File: config.mk
export PLATFORM = sky130hd
export DESIGN_NAME = signed_mac_accumulator_flat
export DESIGN_NICKNAME = d
export VERILOG_FILES = /design/src/rtl/signed_mac_accumulator_if.sv /design/src/rtl/signed_mac_accumulator.sv /design/src/flat_wrapper.sv
export SDC_FILE = /design/constraint.sdc
export NUM_CORES = 1
export LEC_CHECK = 0
export BUFFER_PORTS_ARGS = -buffer_cell sky130_fd_sc_hd__clkbuf_2
export CAP_MARGIN = 25
export CORE_ASPECT_RATIO = 0.8
export CORE_MARGIN = 2
export CORE_UTILIZATION = 59
export DETAILED_ROUTE_END_ITERATION = 10
export PLACE_DENSITY = 0.89
export SYNTH_ARGS = -nofsm -noshare
export SYNTH_HDL_FRONTEND = slang
export SYNTH_SLANG_ARGS = --single-unit
File: constraint.sdc
create_clock -name clk -period 2.7 [get_ports clk]
set_clock_uncertainty 0.2 [all_clocks]
set_input_delay 0.135 -clock clk [delete_from_list [all_inputs] [get_ports clk]]
set_output_delay 0.135 -clock clk [all_outputs]
set_load 0.1 [all_outputs]
File: src/rtl/signed_mac_accumulator_if.sv
// Operand and result handshake bundle for signed_mac_accumulator.
// master drives operands and out_ready; slave is the accumulator.
interface signed_mac_accumulator_if #(
    parameter int unsigned ACC_W = 16
);
    logic                    in_valid;
    logic                    in_ready;
    logic signed [3:0]       A;
    logic signed [3:0]       B;
    logic                    out_valid;
    logic                    out_ready;
    logic signed [ACC_W-1:0] ACC;
    logic                    ovf;

    modport master (
        output in_valid, A, B, out_ready,
        input  in_ready, out_valid, ACC, ovf
    );

    modport slave (
        input  in_valid, A, B, out_ready,
        output in_ready, out_valid, ACC, ovf
    );
endinterface

File: src/rtl/signed_mac_accumulator.sv
// Signed 4x4 multiply-accumulate over N_TERMS operand pairs, result via valid/ready.
// Define MAC_SATURATE_EN to clamp on overflow; otherwise the accumulator wraps.
module four_bit_signed_multiplier (
    input  logic signed [3:0] a,
    input  logic signed [3:0] b,
    output logic signed [7:0] p
);
    logic signed [7:0] a_ext;
    logic signed [7:0] b_ext;

    assign a_ext = {{4{a[3]}}, a};
    assign b_ext = {{4{b[3]}}, b};
    assign p     = a_ext * b_ext;
endmodule

module signed_mac_accumulator #(
    parameter int unsigned ACC_W   = 16,
    parameter int unsigned N_TERMS = 4
) (
    input logic                     clk,
    input logic                     rst,
    signed_mac_accumulator_if.slave bus
);
    localparam int unsigned      CNT_W    = $clog2(N_TERMS + 1);
    localparam logic [CNT_W-1:0] LAST_CNT = CNT_W'(N_TERMS - 1);

    typedef enum logic {StAccum, StDone} state_e;

    state_e                  state_q;
    logic [CNT_W-1:0]        count_q;
    logic signed [ACC_W-1:0] acc_q;
    logic                    ovf_q;
    logic                    in_ready_q;
    logic                    out_valid_q;

    logic signed [7:0]       prod;
    logic signed [ACC_W:0]   prod_ext;
    logic signed [ACC_W:0]   acc_ext;
    logic signed [ACC_W:0]   sum_ext;
    logic                    sum_ovf;
    logic signed [ACC_W-1:0] acc_next;
    logic                    accept;

    four_bit_signed_multiplier u_mult (
        .a (bus.A),
        .b (bus.B),
        .p (prod)
    );

    // One guard bit: the top two bits of the sum disagree exactly on signed overflow.
    assign prod_ext = {{(ACC_W - 7){prod[7]}}, prod};
    assign acc_ext  = {acc_q[ACC_W-1], acc_q};
    assign sum_ext  = acc_ext + prod_ext;
    assign sum_ovf  = sum_ext[ACC_W] ^ sum_ext[ACC_W-1];
    assign accept   = bus.in_valid && in_ready_q;

`ifdef MAC_SATURATE_EN
    localparam logic signed [ACC_W-1:0] ACC_MAX = {1'b0, {(ACC_W - 1){1'b1}}};
    localparam logic signed [ACC_W-1:0] ACC_MIN = {1'b1, {(ACC_W - 1){1'b0}}};

    always_comb begin
        acc_next = sum_ext[ACC_W-1:0];
        if (sum_ovf) begin
            acc_next = sum_ext[ACC_W] ? ACC_MIN : ACC_MAX;
        end
    end
`else
    always_comb begin
        acc_next = sum_ext[ACC_W-1:0];
    end
`endif

    always_ff @(posedge clk or posedge rst) begin
        if (rst) begin
            state_q     <= StAccum;
            count_q     <= '0;
            acc_q       <= '0;
            ovf_q       <= 1'b0;
            in_ready_q  <= 1'b1;
            out_valid_q <= 1'b0;
        end else begin
            unique case (state_q)
                StAccum: begin
                    if (accept) begin
                        // First term loads directly, so no clear cycle between batches.
                        if (count_q == '0) begin
                            acc_q <= prod_ext[ACC_W-1:0];
                            ovf_q <= 1'b0;
                        end else begin
                            acc_q <= acc_next;
                            ovf_q <= ovf_q | sum_ovf;
                        end
                        if (count_q == LAST_CNT) begin
                            count_q     <= '0;
                            state_q     <= StDone;
                            in_ready_q  <= 1'b0;
                            out_valid_q <= 1'b1;
                        end else begin
                            count_q <= count_q + CNT_W'(1);
                        end
                    end
                end
                StDone: begin
                    if (bus.out_ready) begin
                        state_q     <= StAccum;
                        in_ready_q  <= 1'b1;
                        out_valid_q <= 1'b0;
                    end
                end
            endcase
        end
    end

    assign bus.in_ready  = in_ready_q;
    assign bus.out_valid = out_valid_q;
    assign bus.ACC       = acc_q;
    assign bus.ovf       = ovf_q;
endmodule

File: src/flat_wrapper.sv
// flat-port wrapper written by rule: the top's interface ports become plain ports
module signed_mac_accumulator_flat 
#(
    parameter int unsigned ACC_W   = 16,
    parameter int unsigned N_TERMS = 4
)
  (clk, rst, bus_in_valid, bus_A, bus_B, bus_out_ready, bus_in_ready, bus_out_valid, bus_ACC, bus_ovf);
  signed_mac_accumulator_if #(.ACC_W(ACC_W)) bus_i ();
  input logic clk;
  input logic rst;
  input wire logic [$bits(bus_i.in_valid)-1:0] bus_in_valid;
  input wire logic [$bits(bus_i.A)-1:0] bus_A;
  input wire logic [$bits(bus_i.B)-1:0] bus_B;
  input wire logic [$bits(bus_i.out_ready)-1:0] bus_out_ready;
  output wire logic [$bits(bus_i.in_ready)-1:0] bus_in_ready;
  output wire logic [$bits(bus_i.out_valid)-1:0] bus_out_valid;
  output wire logic [$bits(bus_i.ACC)-1:0] bus_ACC;
  output wire logic [$bits(bus_i.ovf)-1:0] bus_ovf;
  assign bus_i.in_valid = bus_in_valid;
  assign bus_i.A = bus_A;
  assign bus_i.B = bus_B;
  assign bus_i.out_ready = bus_out_ready;
  assign bus_in_ready = bus_i.in_ready;
  assign bus_out_valid = bus_i.out_valid;
  assign bus_ACC = bus_i.ACC;
  assign bus_ovf = bus_i.ovf;
  signed_mac_accumulator #(.ACC_W(ACC_W), .N_TERMS(N_TERMS)) u_core (.clk(clk), .rst(rst), .bus(bus_i));
endmodule
==> flow_metrics.tcl, run 1 <==
set metrics [dict create \
    cts-buffers-inserted 3 \
    die_x_um 75.8 \
    synth_common_cells "30 x ha_1, 25 x nand2_1, 22 x dfrtp_1, 21 x a21oi_1, 18 x o21ai_0" \
    synth_area_leaders "dfrtp_1 23%, ha_1 15%, fa_1 8.2%" \
    root_buffer "clkbuf_8" \
    cts.sinks 23 \
    synth_edf_count 0 \
    ys_ff_latch 23 \
    yosysSeqAreaShare_pct 23.7 \
    start_util_pct 62.8 \
    synth_most_common_cell "ha_1" \
    io_buffers 30 \
    yosys_warnings 0 \
    haltStage "5_1_grt" \
    synth_area_mm2 0.00244 \
    synth_cell_types 55 \
    synth_top_area_share_pct 22.6 \
    place_ws_ns -2.24 \
    endpoint_type "register data pin" \
    num_rows 20 \
    grt_util_all_layers_pct 79.9 \
    grt_max_degree 24 \
    async_flop_share_pct 100 \
    synth_flop_cell "dfrtp_1" \
    outcome "aborted with a tool error" \
    avgSynthCellArea_um2 9.02 \
    finalWeightedCongestion 0.912 \
    synth_top_cell_by_area "dfrtp_1" \
    dp_hpwl_mm 5.48 \
    die_y_um 61.5 \
    error_line "[ERROR GRT-0232] Routing congestion too high. Check the congestion heatmap in the GUI." \
    h-tree-depth 1 \
    io_pins 31 \
    cts_buffer_depth 2 \
    synth_fp_nets 322 \
    grt_overflow 93 \
    worstEndpointGrtRepair "u_core.bus.ACC[11]$_DFFE_PP0P_/D" \
    placed_cell_area_mm2 0.00323 \
    syn_inst 270 \
]
-- per-stage QoR --
stage	std cells	TNS, ns	utilization, %	hold slack (ns)
after floorplan	270	-19.36	-	-0.0638
after global placement	402	-23.88	83.3	0.148
after detailed placement	402	-25.41	83.3	0.160
after CTS	422	-21.28	92.3	0.00688
-- timing repair --
item | in CTS
setup buffers | 15
pin swaps | 33
resized for setup | 32
endpoints found under the setup margin | 14
endpoints found under the hold margin | 25
hold buffers | 2
-- kinds of logic after synthesis --
family,Yosys count,synth area share (%)
mux,4,1.75
compound gates,80,21.9
flops,23,23.7
xor+xnor,15,5.96
fa+ha+maj,40,23.6
buf+inv,22,4.42
simple gates,86,18.7
-- routing by layer --
metal  GRT overflow  track usage [%]
met4             41             95.5
met1              0             77.7
met3              0             55.8
met2             52              101
met5              0             5.56
==> run 2, diff against run 1 <==
--- a/config.mk
+++ b/config.mk
@@ -7,11 +7,10 @@
 export LEC_CHECK = 0
 export BUFFER_PORTS_ARGS = -buffer_cell sky130_fd_sc_hd__clkbuf_2
 export CAP_MARGIN = 25
-export CORE_ASPECT_RATIO = 0.8
 export CORE_MARGIN = 2
-export CORE_UTILIZATION = 59
+export CORE_UTILIZATION = 40
 export DETAILED_ROUTE_END_ITERATION = 10
-export PLACE_DENSITY = 0.89
+export PLACE_DENSITY_LB_ADDON = 0.15
 export SYNTH_ARGS = -nofsm -noshare
 export SYNTH_HDL_FRONTEND = slang
 export SYNTH_SLANG_ARGS = --single-unit
==> flow_metrics.tcl, run 2 <==
set metrics [dict create \
    synth_top_cell_by_area "dfrtp_1" \
    cp.required_ns 2.66 \
    synth_fp_nets 322 \
    crit_chain "buf_6 -> nand2b_4 -> fa_1 -> fa_1 -> inv_2 -> fa_1 -> ha_2 -> fa_2 -> buf_4 -> buf_6 -> buf_6 -> buf_6 -> xor2_4 -> ha_4 -> nand2_4 -> a211oi_4 -> o31a_1 -> nor2_2 -> xnor2_1 -> a221o_1" \
    final_nets 426 \
    async_flop_share_pct 100 \
    drc_errors 0 \
    crit_path_top_delay_cell "fa_1" \
    violations "negative setup slack" \
    postLayoutCellArea_mm2 0.00379 \
    path_common_cell "buf_6" \
    cts-buffers-inserted 3 \
    die_y_um 82.0 \
    cts_buffer_depth 2 \
    antenna_found_initial 0 \
    critPathLaunchType "primary input" \
    path_clk_slew_ns 0.09 \
    rsz0062_at_grt "true" \
    core_area_mm2 0.00592 \
    yosysSeqAreaShare_pct 23.7 \
    arrival_ns 4.41 \
    relSlewSlack_pct 58.8 \
    placed_cell_area_mm2 0.00324 \
    io_pins 31 \
    path_class "primary input to register" \
    vias_per_cell 5.31 \
    synth_area_leaders "dfrtp_1 23%, ha_1 15%, fa_1 8.2%" \
    grt_overflow 0 \
    avgSynthCellArea_um2 9.02 \
    fin_crit_ns 4.46 \
    layout_commonest_cell "buf_4" \
    cp_num_buf_inv 6 \
    yosys_warnings 0 \
    root_buffer "clkbuf_8" \
    synth_flop_cell "dfrtp_1" \
    dieArea_mm2 0.00673 \
    area_delta_synth_final_pct 55.8 \
    die_x_um 82.0 \
    dp_hpwl_mm 4.98 \
    grt_pass1_vias 2422 \
    n_antenna_cell 0 \
    num_rows 28 \
    synth_top_area_share_pct 22.6 \
    crit_fanout 4 \
    cpPeakStageDelay_ns 0.50 \
    max_slew.worst_pin.slew_ns 0.616 \
    grt_util_all_layers_pct 21.3 \
    start_util_pct 41.1 \
    largest_reg_flops 16 \
    finalWeightedCongestion 0.894 \
    cts_tree "done" \
    drt_first_pass_iters 4 \
    synth_area_mm2 0.00244 \
    io_buffers 30 \
    synth_common_cells "30 x ha_1, 25 x nand2_1, 22 x dfrtp_1, 21 x a21oi_1, 18 x o21ai_0" \
    syn_inst 270 \
    ant_nets 0 \
    synth_edf_count 0 \
    h-tree-depth 1 \
    timing_hold_violations_final 0 \
    ys_ff_latch 23 \
    grt_pass1_wl_mm 11.0 \
    setup_viol 14 \
    fmax_ghz 0.224 \
    route.vias.total 2379 \
    final_max_slew_viol_count 0 \
    whs_ns 0.0938 \
    worstSkewPairLatency_ns 0.27 \
    min_path_type "primary input to async pin" \
    wl_mm 6.60 \
    synth_most_common_cell "ha_1" \
    drive_gt1_share_pct 46.9 \
    fin_ws_ns -1.76 \
    grt_max_degree 24 \
    drt_iter0_markers 81 \
    timing.final.crit_share_pct 165 \
    cap_violations 0 \
    cts.sinks 23 \
    final_cell_mix "62 x buf_4, 29 x clkbuf_2, 23 x nand2_1" \
    synth_cell_types 55 \
    wl_per_cell_um 14.7 \
    outcome "finished, violations left" \
    critPathTopFamily "adder cells" \
    end_kind "register" \
]
==> run 2: routing by layer <==
layer  vias to the layer above  part of all wire, %  global-route usage [%]
li1                       1191                    -                       -
met1                      1133                   44                    26.5
met2                        43                   52                    39.2
met3                        12                  2.3                    1.98
met4                         0                  1.9                    5.17
met5                         -                    0                       0
==> run 2: per-stage QoR <==
| step | worst slack [ns] | setup TNS [ns] | cells | utilization (%) |
|---|---|---|---|---|
| floorplan | -1.89 | -19.36 | 270 | - |
| CTS | -1.78 | -20.30 | 445 | 62.0 |
| finish | -1.76 | -20.18 | 448 | 64.1 |
| detailed placement | -2.23 | -24.90 | 422 | 54.8 |
| global route | -1.89 | -22.21 | 448 | 64.1 |
| global placement | -2.17 | -24.12 | 422 | 54.8 |
==> run 2: logic make-up (layout without fill, tap and decap cells) <==
logic type / count (synthesis) / after routing / synth area share [%]
AND/OR/NAND/NOR: 86 / 86 / 18.7
AO/OA/AOI/OAI: 80 / 80 / 21.9
adder cells (fa/ha/maj): 40 / 40 / 23.6
flip-flops: 23 / 23 / 23.7
buffers and inverters: 22 / 124 / 4.42
XOR/XNOR: 15 / 16 / 5.96
multiplexers: 4 / 4 / 1.75
==> run 2: cell type report <==
| class | instances | area [µm²] |
|---|---|---|
| sequential | 23 | 577 |
| fill | 496 | 2130 |
| timing repair buffer | 106 | 801 |
| multi-input combinational | 226 | 2220 |
| clock buffer | 3 | 41.3 |
| inverter | 14 | 52.6 |
| tap | 75 | 93.8 |
| clock inverter | 1 | 5.00 |
==> run 2: final timing paths <==
kind	start	to	slack (ns)	cells after the start
worst max-delay path	bus_A[0]	u_core.bus.ACC[10]	-1.76	20
worst min-delay path	rst	u_core.count_q[1]	0.09	3
worst max register to register	u_core.bus.ACC[0]	u_core.bus.ACC[10]	0.20	8
worst min register to register	u_core.bus.out_valid	u_core.bus.out_valid	0.30	2
max in group asynchronous	rst	u_core.bus.in_ready	1.75	4
min in group clk	bus_B[0]	u_core.bus.ACC[0]	0.18	4
==> run 2: what timing repair did <==
action | in CTS | in global routing
gates resized for setup | 37 | 18
buffers inserted | 15 | 4
pin swaps | 30 | 24
cloned | 1 | 0
setup endpoints to repair | 14 | 14
hold buffers | 3 | 0
endpoints found under the hold margin | 25 | 0
==> run 2: worst register-to-register path, stage by stage, from the launching register on <==
cell and delay, ns:
dfrtp_1 0.41, ha_1 0.26, fa_1 0.43, nand3_1 0.19, a211oi_4 0.12, o31a_1 0.31, nor2_2 0.10, xnor2_1 0.08
a221o_1 0.30
Power of run 2 is left out: the tool's default activity adds up to more than one toggle a clock period on the data nets, which glitch-free logic cannot reach.
==> run 3, diff against run 2 <==
--- a/config.mk
+++ b/config.mk
@@ -11,6 +11,7 @@
 export CORE_UTILIZATION = 40
 export DETAILED_ROUTE_END_ITERATION = 10
 export PLACE_DENSITY_LB_ADDON = 0.15
+export SETUP_SLACK_MARGIN = 0.15
 export SYNTH_ARGS = -nofsm -noshare
 export SYNTH_HDL_FRONTEND = slang
 export SYNTH_SLANG_ARGS = --single-unit
==> constraint.sdc (replaced) <==
create_clock -name clk -period 2.7 [get_ports clk]
set_clock_uncertainty 0.2 [all_clocks]
set_input_delay 0.81 -clock clk [delete_from_list [all_inputs] [get_ports clk]]
set_output_delay 0.81 -clock clk [all_outputs]
set_load 0.1 [all_outputs]
==> flow_metrics.tcl, run 3 (synthesized netlist as in run 2, its figures left out) <==
set metrics [dict create \
    max_slew.worst_pin.slew_ns 0.674 \
    start_util_pct 41.1 \
    finalWeightedCongestion 0.847 \
    crit_chain "buf_6 -> nand2b_4 -> fa_1 -> fa_1 -> inv_2 -> fa_1 -> ha_2 -> fa_2 -> a21o_1 -> a21oi_4 -> xnor2_4 -> buf_6 -> ha_4 -> nand3_4 -> a211oi_4 -> nor2_4 -> o21bai_1 -> xor2_1 -> a221o_1" \
    drive_gt1_share_pct 47.9 \
    area_delta_synth_final_pct 53.6 \
    wl_per_cell_um 15.3 \
    cap_violations 0 \
    cp.required_ns 2.66 \
    min_path_type "register to register" \
    final_cell_mix "54 x buf_4, 28 x clkbuf_2, 22 x nand2_1, 22 x dfrtp_1" \
    final_nets 414 \
    worstSkewPairLatency_ns 0.28 \
    cpPeakStageDelay_ns 0.51 \
    violations "negative setup slack" \
    end_kind "register" \
    crit_path_top_delay_cell "fa_1" \
    largest_reg_flops 16 \
    relSlewSlack_pct 54.7 \
    cts.sinks 23 \
    drt_iter0_markers 95 \
    fin_ws_ns -2.50 \
    cts-buffers-inserted 3 \
    drt_first_pass_iters 4 \
    ant_nets 0 \
    final_max_slew_viol_count 0 \
    cts_hold_buf 0 \
    grt_max_degree 24 \
    fmax_ghz 0.192 \
    r2r_setup_slack_ns 0.24 \
    grt_overflow 0 \
    path_clk_slew_ns 0.08 \
    path_class "primary input to register" \
    io_pins 31 \
    root_buffer "clkbuf_8" \
    core_area_mm2 0.00592 \
    num_rows 28 \
    cts_buffer_depth 2 \
    route.vias.total 2344 \
    layout_commonest_cell "buf_4" \
    fin_crit_ns 5.20 \
    outcome "finished, violations left" \
    arrival_ns 5.16 \
    die_x_um 82.0 \
    die_y_um 82.0 \
    postLayoutCellArea_mm2 0.00374 \
    drc_errors 0 \
    dp_hpwl_mm 5.05 \
    cp_num_buf_inv 3 \
    placed_cell_area_mm2 0.00328 \
    cts_tree "done" \
    timing.final.crit_share_pct 192 \
    n_antenna_cell 0 \
    grt_util_all_layers_pct 21.1 \
    critPathLaunchType "primary input" \
    wl_mm 6.66 \
    critPathTopFamily "adder cells" \
    dieArea_mm2 0.00673 \
    crit_fanout 5 \
    h-tree-depth 1 \
    antenna_found_initial 0 \
    place_ws_ns -3.06 \
    vias_per_cell 5.38 \
    rsz0062_at_grt "true" \
    path_common_cell "fa_1" \
    grt_pass1_vias 2400 \
    grt_pass1_wl_mm 11.0 \
    setup_viol 15 \
    io_buffers 30 \
    timing_hold_violations_final 0 \
]
run 3: changes by cell type in the layout (fill, tap and decap cells not counted), sizes merged:
| cell | before | now |
|---|---|---|
| buf | 74 | 67 |
| dlygate4sd3 | 3 | 0 |
| clkbuf | 32 | 31 |
| xnor2 | 10 | 9 |
run 3: final cells by class:
cell class,instances,area [µm²]
Clock buffer,3,41.3
Clock inverter,1,5.00
Fill cell,512,2180
Inverter,14,52.6
Multi-Input combinational cell,225,2280
Sequential cell,23,577
Tap cell,75,93.8
Timing Repair Buffer,95,694
run 3: tightest hold or removal path, stage by stage, from the launching register on:
cell	delay (ns)
dfrtp_1	0.34
nand2_1	0.05
o21ai_0	0.06
run 3: path summary, 6_finish.rpt:
| check | startpoint | end | cells past startpoint |
|---|---|---|---|
| setup / recovery | bus_A[0] | u_core.bus.ACC[12] | 19 |
| hold / removal | u_core.bus.out_valid | u_core.bus.out_valid | 2 |
| setup reg to reg | u_core.bus.ACC[0] | u_core.bus.ACC[10] | 8 |
| hold reg to reg | u_core.bus.out_valid | u_core.bus.out_valid | 2 |
| max in group asynchronous | rst | u_core.bus.in_ready | 3 |
| min in group asynchronous | rst | u_core.bus.ACC[1] | 3 |
run 3: repair_timing:
item                                   in CTS  in global routing
setup buffers                               7                  3
setup endpoints to repair                  15                 15
endpoints found under the hold margin       0                  0
gates resized for setup                    40                 23
pin swaps                                  24                 18
run 3: routing by layer:
layer  GRT usage (%)  wire (µm)  up-vias
met3            2.42        163        9
met4            5.67        104        0
met1            25.8       2930     1131
met5               0          0        -
met2            38.9       3460       42
li1                -          -     1162
run 3: per-stage QoR:
stage,hold slack (ns),cells,utilization (%),setup TNS (ns)
after floorplan,0.319,270,-,-28.85
after global placement,0.263,422,55.4,-34.35
after detailed placement,0.269,422,55.4,-35.54
after CTS,0.290,433,60.7,-30.32
after global routing,0.309,436,63.2,-32.41
final,0.284,436,63.2,-30.17
Power of run 3 is left out for the same reason.
